==> config.mk <==
export PLATFORM = sky130hd
export DESIGN_NAME = ps2_host_tx
export DESIGN_NICKNAME = d
export VERILOG_FILES = /design/src/rtl/ps2_host_tx.sv
export SDC_FILE = /design/constraint.sdc
export NUM_CORES = 1
export LEC_CHECK = 0
export BUFFER_PORTS_ARGS = -buffer_cell sky130_fd_sc_hd__clkbuf_2
export CORE_AREA = 2 2 116 62
export DETAILED_ROUTE_END_ITERATION = 16
export DIE_AREA = 0 0 118 64
export PLACE_DENSITY = 0.83
export SLEW_MARGIN = 15
export SYNTH_ARGS = -nofsm -noshare
export SYNTH_HDL_FRONTEND = slang
export SYNTH_SLANG_ARGS = --single-unit
==> constraint.sdc <==
create_clock -name clk -period 5.8 [get_ports clk]
set_input_delay 0.58 -clock clk [delete_from_list [all_inputs] [get_ports clk]]
set_output_delay 0.58 -clock clk [all_outputs]
set_load 0.005 [all_outputs]
==> src/rtl/ps2_host_tx.sv <==
// rtl/ps2_host_tx.sv - PS/2 host-to-device command transmitter (open-drain clock/data enables)
// Optional PS2_TX_FILTER_EN: glitch filter on the synchronised device clock before edge detection.
module ps2_host_tx #(
  parameter int INHIBIT_CYCLES    = 10000,
  parameter int START_HOLD_CYCLES = 200,
  parameter int TIMEOUT_CYCLES    = 2000000
`ifdef PS2_TX_FILTER_EN
  ,
  parameter int FILTER_LEN        = 4
`endif
) (
  input  logic       clk,
  input  logic       reset_n,
  input  logic       tx_valid,
  input  logic [7:0] tx_data,
  output logic       tx_ready,
  output logic       tx_done,
  output logic       tx_error,
  output logic       busy,
  input  logic       ps2_clk_in,
  input  logic       ps2_data_in,
  output logic       ps2_clk_oe,
  output logic       ps2_data_oe
);

  localparam int INH_W  = $clog2(INHIBIT_CYCLES) + 1;
  localparam int HOLD_W = $clog2(START_HOLD_CYCLES) + 1;
  localparam int TO_W   = $clog2(TIMEOUT_CYCLES) + 1;

  typedef enum logic [2:0] {
    S_IDLE, S_INHIBIT, S_START, S_SEND, S_ACK, S_WAIT_IDLE, S_ERROR
  } state_t;

  state_t            state;
  logic [1:0]        clk_sync;
  logic [1:0]        data_sync;
  logic              clk_s;
  logic              data_s;
  logic              clk_lvl;
  logic              clk_prev;
  logic              fe;
  logic              timed;
  logic              to_hit;
  logic [INH_W-1:0]  inh_cnt;
  logic [HOLD_W-1:0] hold_cnt;
  logic [TO_W-1:0]   to_cnt;
  logic [3:0]        bit_cnt;
  logic [9:0]        frame;

  // Synchronisers reset to the idle (released, high) bus level so no edge is seen after reset.
  always_ff @(posedge clk or negedge reset_n) begin
    if (!reset_n) begin
      clk_sync  <= 2'b11;
      data_sync <= 2'b11;
    end else begin
      clk_sync  <= {clk_sync[0], ps2_clk_in};
      data_sync <= {data_sync[0], ps2_data_in};
    end
  end

  assign clk_s  = clk_sync[1];
  assign data_s = data_sync[1];

`ifdef PS2_TX_FILTER_EN
  localparam int FLT_W = $clog2(FILTER_LEN) + 1;

  logic [FLT_W-1:0] flt_cnt;
  logic             flt_lvl;

  // The level only flips after FILTER_LEN consecutive samples disagree with it.
  always_ff @(posedge clk or negedge reset_n) begin
    if (!reset_n) begin
      flt_lvl <= 1'b1;
      flt_cnt <= '0;
    end else if (clk_s == flt_lvl) begin
      flt_cnt <= '0;
    end else if (flt_cnt == FLT_W'(FILTER_LEN - 1)) begin
      flt_lvl <= clk_s;
      flt_cnt <= '0;
    end else begin
      flt_cnt <= flt_cnt + 1'b1;
    end
  end

  assign clk_lvl = flt_lvl;
`else
  assign clk_lvl = clk_s;
`endif

  always_ff @(posedge clk or negedge reset_n) begin
    if (!reset_n) clk_prev <= 1'b1;
    else          clk_prev <= clk_lvl;
  end

  assign fe = clk_prev & ~clk_lvl;

  // A falling edge on the terminal count cycle keeps the frame alive.
  assign timed  = (state == S_SEND) || (state == S_ACK) || ((state == S_WAIT_IDLE) && !tx_done);
  assign to_hit = timed && !fe && (to_cnt == TO_W'(TIMEOUT_CYCLES - 1));

  always_ff @(posedge clk or negedge reset_n) begin
    if (!reset_n) begin
      state       <= S_IDLE;
      tx_ready    <= 1'b1;
      tx_done     <= 1'b0;
      tx_error    <= 1'b0;
      busy        <= 1'b0;
      ps2_clk_oe  <= 1'b0;
      ps2_data_oe <= 1'b0;
      inh_cnt     <= '0;
      hold_cnt    <= '0;
      to_cnt      <= '0;
      bit_cnt     <= '0;
      frame       <= '0;
    end else begin
      tx_done  <= 1'b0;
      tx_error <= 1'b0;
      if (to_hit) begin
        to_cnt      <= '0;
        ps2_clk_oe  <= 1'b0;
        ps2_data_oe <= 1'b0;
        tx_error    <= 1'b1;
        state       <= S_ERROR;
      end else begin
        case (state)
          S_IDLE: begin
            if (tx_valid && tx_ready) begin
              frame      <= {1'b1, ~^tx_data, tx_data};
              inh_cnt    <= '0;
              ps2_clk_oe <= 1'b1;
              tx_ready   <= 1'b0;
              busy       <= 1'b1;
              state      <= S_INHIBIT;
            end
          end
          S_INHIBIT: begin
            if (inh_cnt == INH_W'(INHIBIT_CYCLES - 1)) begin
              inh_cnt     <= '0;
              hold_cnt    <= '0;
              ps2_data_oe <= 1'b1;
              state       <= S_START;
            end else begin
              inh_cnt <= inh_cnt + 1'b1;
            end
          end
          S_START: begin
            if (hold_cnt == HOLD_W'(START_HOLD_CYCLES - 1)) begin
              hold_cnt   <= '0;
              ps2_clk_oe <= 1'b0;
              bit_cnt    <= '0;
              to_cnt     <= '0;
              state      <= S_SEND;
            end else begin
              hold_cnt <= hold_cnt + 1'b1;
            end
          end
          S_SEND: begin
            to_cnt <= fe ? '0 : to_cnt + 1'b1;
            if (fe) begin
              ps2_data_oe <= ~frame[0];
              frame       <= {1'b0, frame[9:1]};
              bit_cnt     <= bit_cnt + 1'b1;
              if (bit_cnt == 4'd9) state <= S_ACK;
            end
          end
          S_ACK: begin
            to_cnt <= fe ? '0 : to_cnt + 1'b1;
            if (fe) begin
              if (data_s) begin
                ps2_data_oe <= 1'b0;
                tx_error    <= 1'b1;
                state       <= S_ERROR;
              end else begin
                state <= S_WAIT_IDLE;
              end
            end
          end
          S_WAIT_IDLE: begin
            // tx_done is high for the last WAIT_IDLE cycle; ready follows one cycle later.
            if (tx_done) begin
              to_cnt   <= '0;
              tx_ready <= 1'b1;
              busy     <= 1'b0;
              state    <= S_IDLE;
            end else begin
              to_cnt <= fe ? '0 : to_cnt + 1'b1;
              if (clk_s && data_s) tx_done <= 1'b1;
            end
          end
          S_ERROR: begin
            ps2_clk_oe  <= 1'b0;
            ps2_data_oe <= 1'b0;
            tx_ready    <= 1'b1;
            busy        <= 1'b0;
            state       <= S_IDLE;
          end
          default: state <= S_IDLE;
        endcase
      end
    end
  end

endmodule
=== Yosys cells after proc, flatten, opt, wreduce, memory -nomap -nowiden ===
Cells that the tools add are included.
W data, S select, Z words.

* Bits of input ports: 13
* Word-level logic and storage cells: 125
* Register bits after elaboration: 74

* Add/sub/neg operators: 4
* Equality and inequality tests: 23
* Bitwise logic cells: 4
* Reduce and logical (&&, ||, !) cells: 29
* Muxes and demuxes: 50

{| class="wikitable"
|+ Operator list
! cell !! count
|-
| $mux W22 || 4
|-
| $pmux W22 S3 || 1
|-
| $mux W15 || 2
|-
| $pmux W15 S2 || 1
|-
| $mux W3 || 8
|-
| $add A22 B1 Y22 const B || 1
|-
| $eq A22 B21 Y1 const B || 1
|-
| $ne A3 B3 Y1 const B || 7
|-
| $mux W10 || 2
|-
| $pmux W10 S2 || 1
|-
| $mux W1 || 19
|-
| $mux W9 || 2
|-
| $pmux W3 S6 || 1
|-
| $pmux W9 S2 || 1
|-
| $add A15 B1 Y15 const B || 1
|-
| $eq A15 B14 Y1 const B || 1
|-
| $reduce_and A4 Y1 || 3
|-
| $ne A2 B2 Y1 const B || 5
|-
| $add A9 B1 Y9 const B || 1
|-
| $eq A3 B3 Y1 const B || 3
|-
| $eq A9 B8 Y1 const B || 1
|-
| $pmux W1 S3 || 3
|-
| $reduce_and A3 Y1 || 3
|-
| $mux W4 || 2
|-
| other kinds (23) || 36
|}

=== Depth between registers and ports, before layout ===
* Word-level depth: 7
* Gate-level depth with buffers: 8

=== Worst setup path before layout ===
Ideal clock, no wire load.

* Path kind: register to register
* Start point: register inh_cnt[11]
* End point: register inh_cnt[2]
* Stages on the path, launching flop included: 8
* Path slack: 3781 ps
* Period minus slack after synthesis: 2019 ps
* Arrival time: 1901 ps
* Setup time: 118 ps
* Buffers on the path: 2
* Cell sequence: dfrtp_1 -> or4_4 -> nor4_4 -> or2_1 -> buf_6 -> buf_8 -> o21ai_2 -> a21o_1

* Longest elaborated chain between the ends: 3

{| class="wikitable"
|+ Ends and longest elaborated chain
! element !! line !! text
|-
| start: declaration || 44 || <nowiki>logic [INH_W-1:0] inh_cnt;</nowiki>
|-
| start signal: assignment || 143 || <nowiki>inh_cnt <= inh_cnt + 1'b1;</nowiki>
|-
| $eq A15 B14 Y1 || 137 || <nowiki>if (inh_cnt == INH_W'(INHIBIT_CYCLES - 1)) begin</nowiki>
|-
| $mux W15 || 137 ||
|-
| $pmux W15 S2 || 125 || <nowiki>case (state)</nowiki>
|}

Every way passes these cells.
A chain may end at the register's enable or synchronous reset.

=== Worst setup path after layout ===
* Start point: register state[0]
* End point: register to_cnt[10]

* Longest elaborated chain between the ends: 7
* Elaborated cells between the ends (all ways): 15
* Classes of those cells: 5 x eq/ne; 2 x mux; 8 x reduce/logical

{| class="wikitable"
|+ Ends and longest elaborated chain
! element !! line !! text
|-
| start: declaration || 34 || <nowiki>state_t state;</nowiki>
|-
| start signal: assignment || 103 || <nowiki>state <= S_IDLE;</nowiki>
|-
| start signal: assignment || 123 || <nowiki>state <= S_ERROR;</nowiki>
|-
| start signal: assignment || 133 || <nowiki>state <= S_INHIBIT;</nowiki>
|-
| $eq A3 B2 Y1 or $eq A3 B3 Y1 (tied branches) || 98, 125 ||
|-
| $logic_or A1 B1 Y1 or $logic_and A1 B1 Y1 (tied branches) || 98 || <nowiki>assign timed = (state == S_SEND) || (state == S_ACK) || ((state == S_WAIT_IDLE) && !tx_done);</nowiki>
|-
| $logic_or A1 B1 Y1 || 98 ||
|-
| $logic_and A1 B1 Y1 (2 in a row) || 99 || <nowiki>assign to_hit = timed && !fe && (to_cnt == TO_W'(TIMEOUT_CYCLES - 1));</nowiki>
|-
| $ne A3 B3 Y1 (no line) or $reduce_bool A4 Y1 (tied branches) || - ||
|-
| $reduce_and A2 Y1 (no line) || - ||
|-
| end signal: assignment || 158 || <nowiki>to_cnt <= fe ? '0 : to_cnt + 1'b1;</nowiki>
|-
| end signal: assignment || 167 || <nowiki>to_cnt <= fe ? '0 : to_cnt + 1'b1;</nowiki>
|-
| end signal: assignment || 186 || <nowiki>to_cnt <= fe ? '0 : to_cnt + 1'b1;</nowiki>
|-
| end: declaration || 46 || <nowiki>logic [TO_W-1:0] to_cnt;</nowiki>
|}

Parallel ways exist; a longest one is shown, timed or not.

==> results_dict.tcl <==
set metrics [dict create \
    ir_drop_v 0.000229 \
    synthArstFlopShare 1.00 \
    power.density_nw_per_um2 429 \
    final_cell_count_no_fill 554 \
    io_pins 19 \
    drt-wirelength-per-cell_um 18.0 \
    status "finished clean" \
    globalplace.congestion 0.895 \
    syn_area_per_cell_um2 9.27 \
    cts_buffer_depth 2 \
    clock_skew_ps 6.76 \
    syn-cell-area_um2 4120 \
    drv_cap 0 \
    synth-seq-cells 74 \
    p_leak_nw 1.94 \
    worstMarginPinSlew_ps 1070 \
    vias 3651 \
    die_area_um2 7550 \
    synth_edf_count 0 \
    mostFrequentLayoutCells "68 x dfrtp_1, 46 x nand2_1, 28 x nor2_1" \
    crit_fanout 23 \
    synthToLayoutAreaGrowth_pct 10.4 \
    worstPathArrival_ps 3200 \
    hp-class "primary input to flip-flop" \
    worstSetupStartpointType "flip-flop" \
    cts_resized 0 \
    post-cts-setup-buffers 0 \
    fin_ws_ps 2840 \
    place_ws_ps 2490 \
    grt_pass1_wl_um 16800 \
    via_per_inst 6.59 \
    drt-initial-drc-count 519 \
    cts_made_buffers 9 \
    rows 21 \
    clock-sinks 74 \
    fmax_ghz 0.338 \
    cp-end-kind "flip-flop" \
    synth.yosys.seq_area_share 0.451 \
    drc 0 \
    mostFrequentLayoutCell "dfrtp_1" \
    final.setup.tns_ps 0 \
    slowest_stage "a21oi_2" \
    yosys.area.top_type "dfrtp_1" \
    crit_type "flip-flop to flip-flop" \
    first_global_vias 3335 \
    cp.depth 4 \
    drive_above_1_share 0.110 \
    period_share 0.510 \
    ant_nets 0 \
    yosys_warnings 0 \
    root_buffer "clkbuf_16" \
    setup_viol 0 \
    hold_viol 0 \
    worstPathRequired_ps 6040 \
    r2r_slack_ps 2840 \
    antenna_found_initial 0 \
    crit_buf_inv 0 \
    start_util 0.635 \
    path_clk_slew_ps 60 \
    first_pass_iters 6 \
    synth.distinct_cells 64 \
    totalPowerFinal_mw 1.96 \
    htreeDepth 3 \
    rsz0062_at_grt "false" \
    cts_hold_buffers 0 \
    die_w_um 118 \
    clk_latency_ps 340 \
    wl_um 9970 \
    slew_violations 0 \
    synth.area.top_cells "dfrtp_1 41%, nand2_1 4.2%, dfstp_2 3.8%, a21oi_1 3.2%, o21ai_0 2.7%" \
    hold_depth 1 \
    port_buffers 18 \
    slew_headroom 0.284 \
    final_util 0.702 \
    ys.flop_type "dfrtp_1" \
    cts_tree "yes" \
    placeableCoreArea_um2 6490 \
    r2r_cells 4 \
    place_inst 538 \
    post-synth-top-area-fraction 0.413 \
    die_y_um 64 \
    critPathTopFamily "compound AO/OA/AOI/OAI gates" \
    crit_path_max_incr_delay_ps 850 \
    synthesis.nets 463 \
    dpl.hpwl_um 6580 \
    grt_max_degree 75 \
    period_needed_ps 2960 \
    crit_chain "nand3b_1 -> a21oi_2 -> nand2_1 -> o31ai_1" \
    syn_inst 445 \
    layout.nets 475 \
    grtUsageTotal 0.285 \
    num_antenna_cells 0 \
    grt_overflow 0 \
]
## cell type report
| class | instances | area (um2) |
|---|---|---|
| flip-flops and latches | 74 | 1860 |
| clock inverters | 3 | 40.0 |
| repair buffers | 19 | 100 |
| multi-input cells | 340 | 2140 |
| inverters | 13 | 48.8 |
| clock buffers | 13 | 250 |
| well taps | 92 | 115 |
| fillers | 471 | 1940 |
## power breakdown
| part | switching [mW] | internal [mW] |
|---|---|---|
| registers | 0.132 | 0.626 |
| logic | 0.405 | 0.250 |
| clock network | 0.200 | 0.343 |
| total | 0.737 | 1.22 |
## cell families after synthesis
| group | synth area share |
|---|---|
| simple gates | 0.245 |
| compound gates | 0.212 |
| flops | 0.451 |
| buf+inv | 0.0334 |
| mux | 0.0243 |
| xor+xnor | 0.0191 |
| fa+ha+maj | 0.0152 |
## per-stage QoR
stage / area (um2) / hold slack, ps
finish: 4550 / 316
floorplan: 4120 / 284
CTS: 4550 / 309
detailed placement: 4260 / 348
global placement: 4260 / 347
global route: 4550 / 305
## metal layers
metal,global-route usage,up-vias,wire length (um)
met4,0.0813,0,122
met1,0.421,1733,4700
met3,0.0964,16,1040
met5,0,-,0
li1,-,1694,-
met2,0.395,208,4100
## flip-flops by register name, summed over array words and instances (netlist names)
signal       cells
ps2_data_oe      1
tx_ready         1
bit_cnt          4
tx_done          1
clk_sync         2
state            3
data_sync        2
frame           10
to_cnt          22
inh_cnt         15
busy             1
hold_cnt         9
ps2_clk_oe       1
tx_error         1
clk_prev         1
## synthesized netlist by cell type (all sizes together), types with 10 or more instances
cell type	count
dfrtp	68
nand2	46
nor2	28
a21oi	27
o21ai	27
nor3	17
and3	15
nand3	15
clkbuf	13
inv	13
a31oi	12
nand4	12
a21o	10
mux2i	10
nor4	10
## path summary, 6_finish.rpt
path	end	from
worst max register to register	to_cnt[10]	state[0]
worst max-delay path	to_cnt[10]	state[0]
worst min-delay path	clk_sync[0]	ps2_clk_in
max in group asynchronous	inh_cnt[2]	reset_n
worst min register to register	data_sync[1]	data_sync[0]
min in group asynchronous	to_cnt[9]	reset_n
Note: power is estimated with default switching activity, not from simulation.
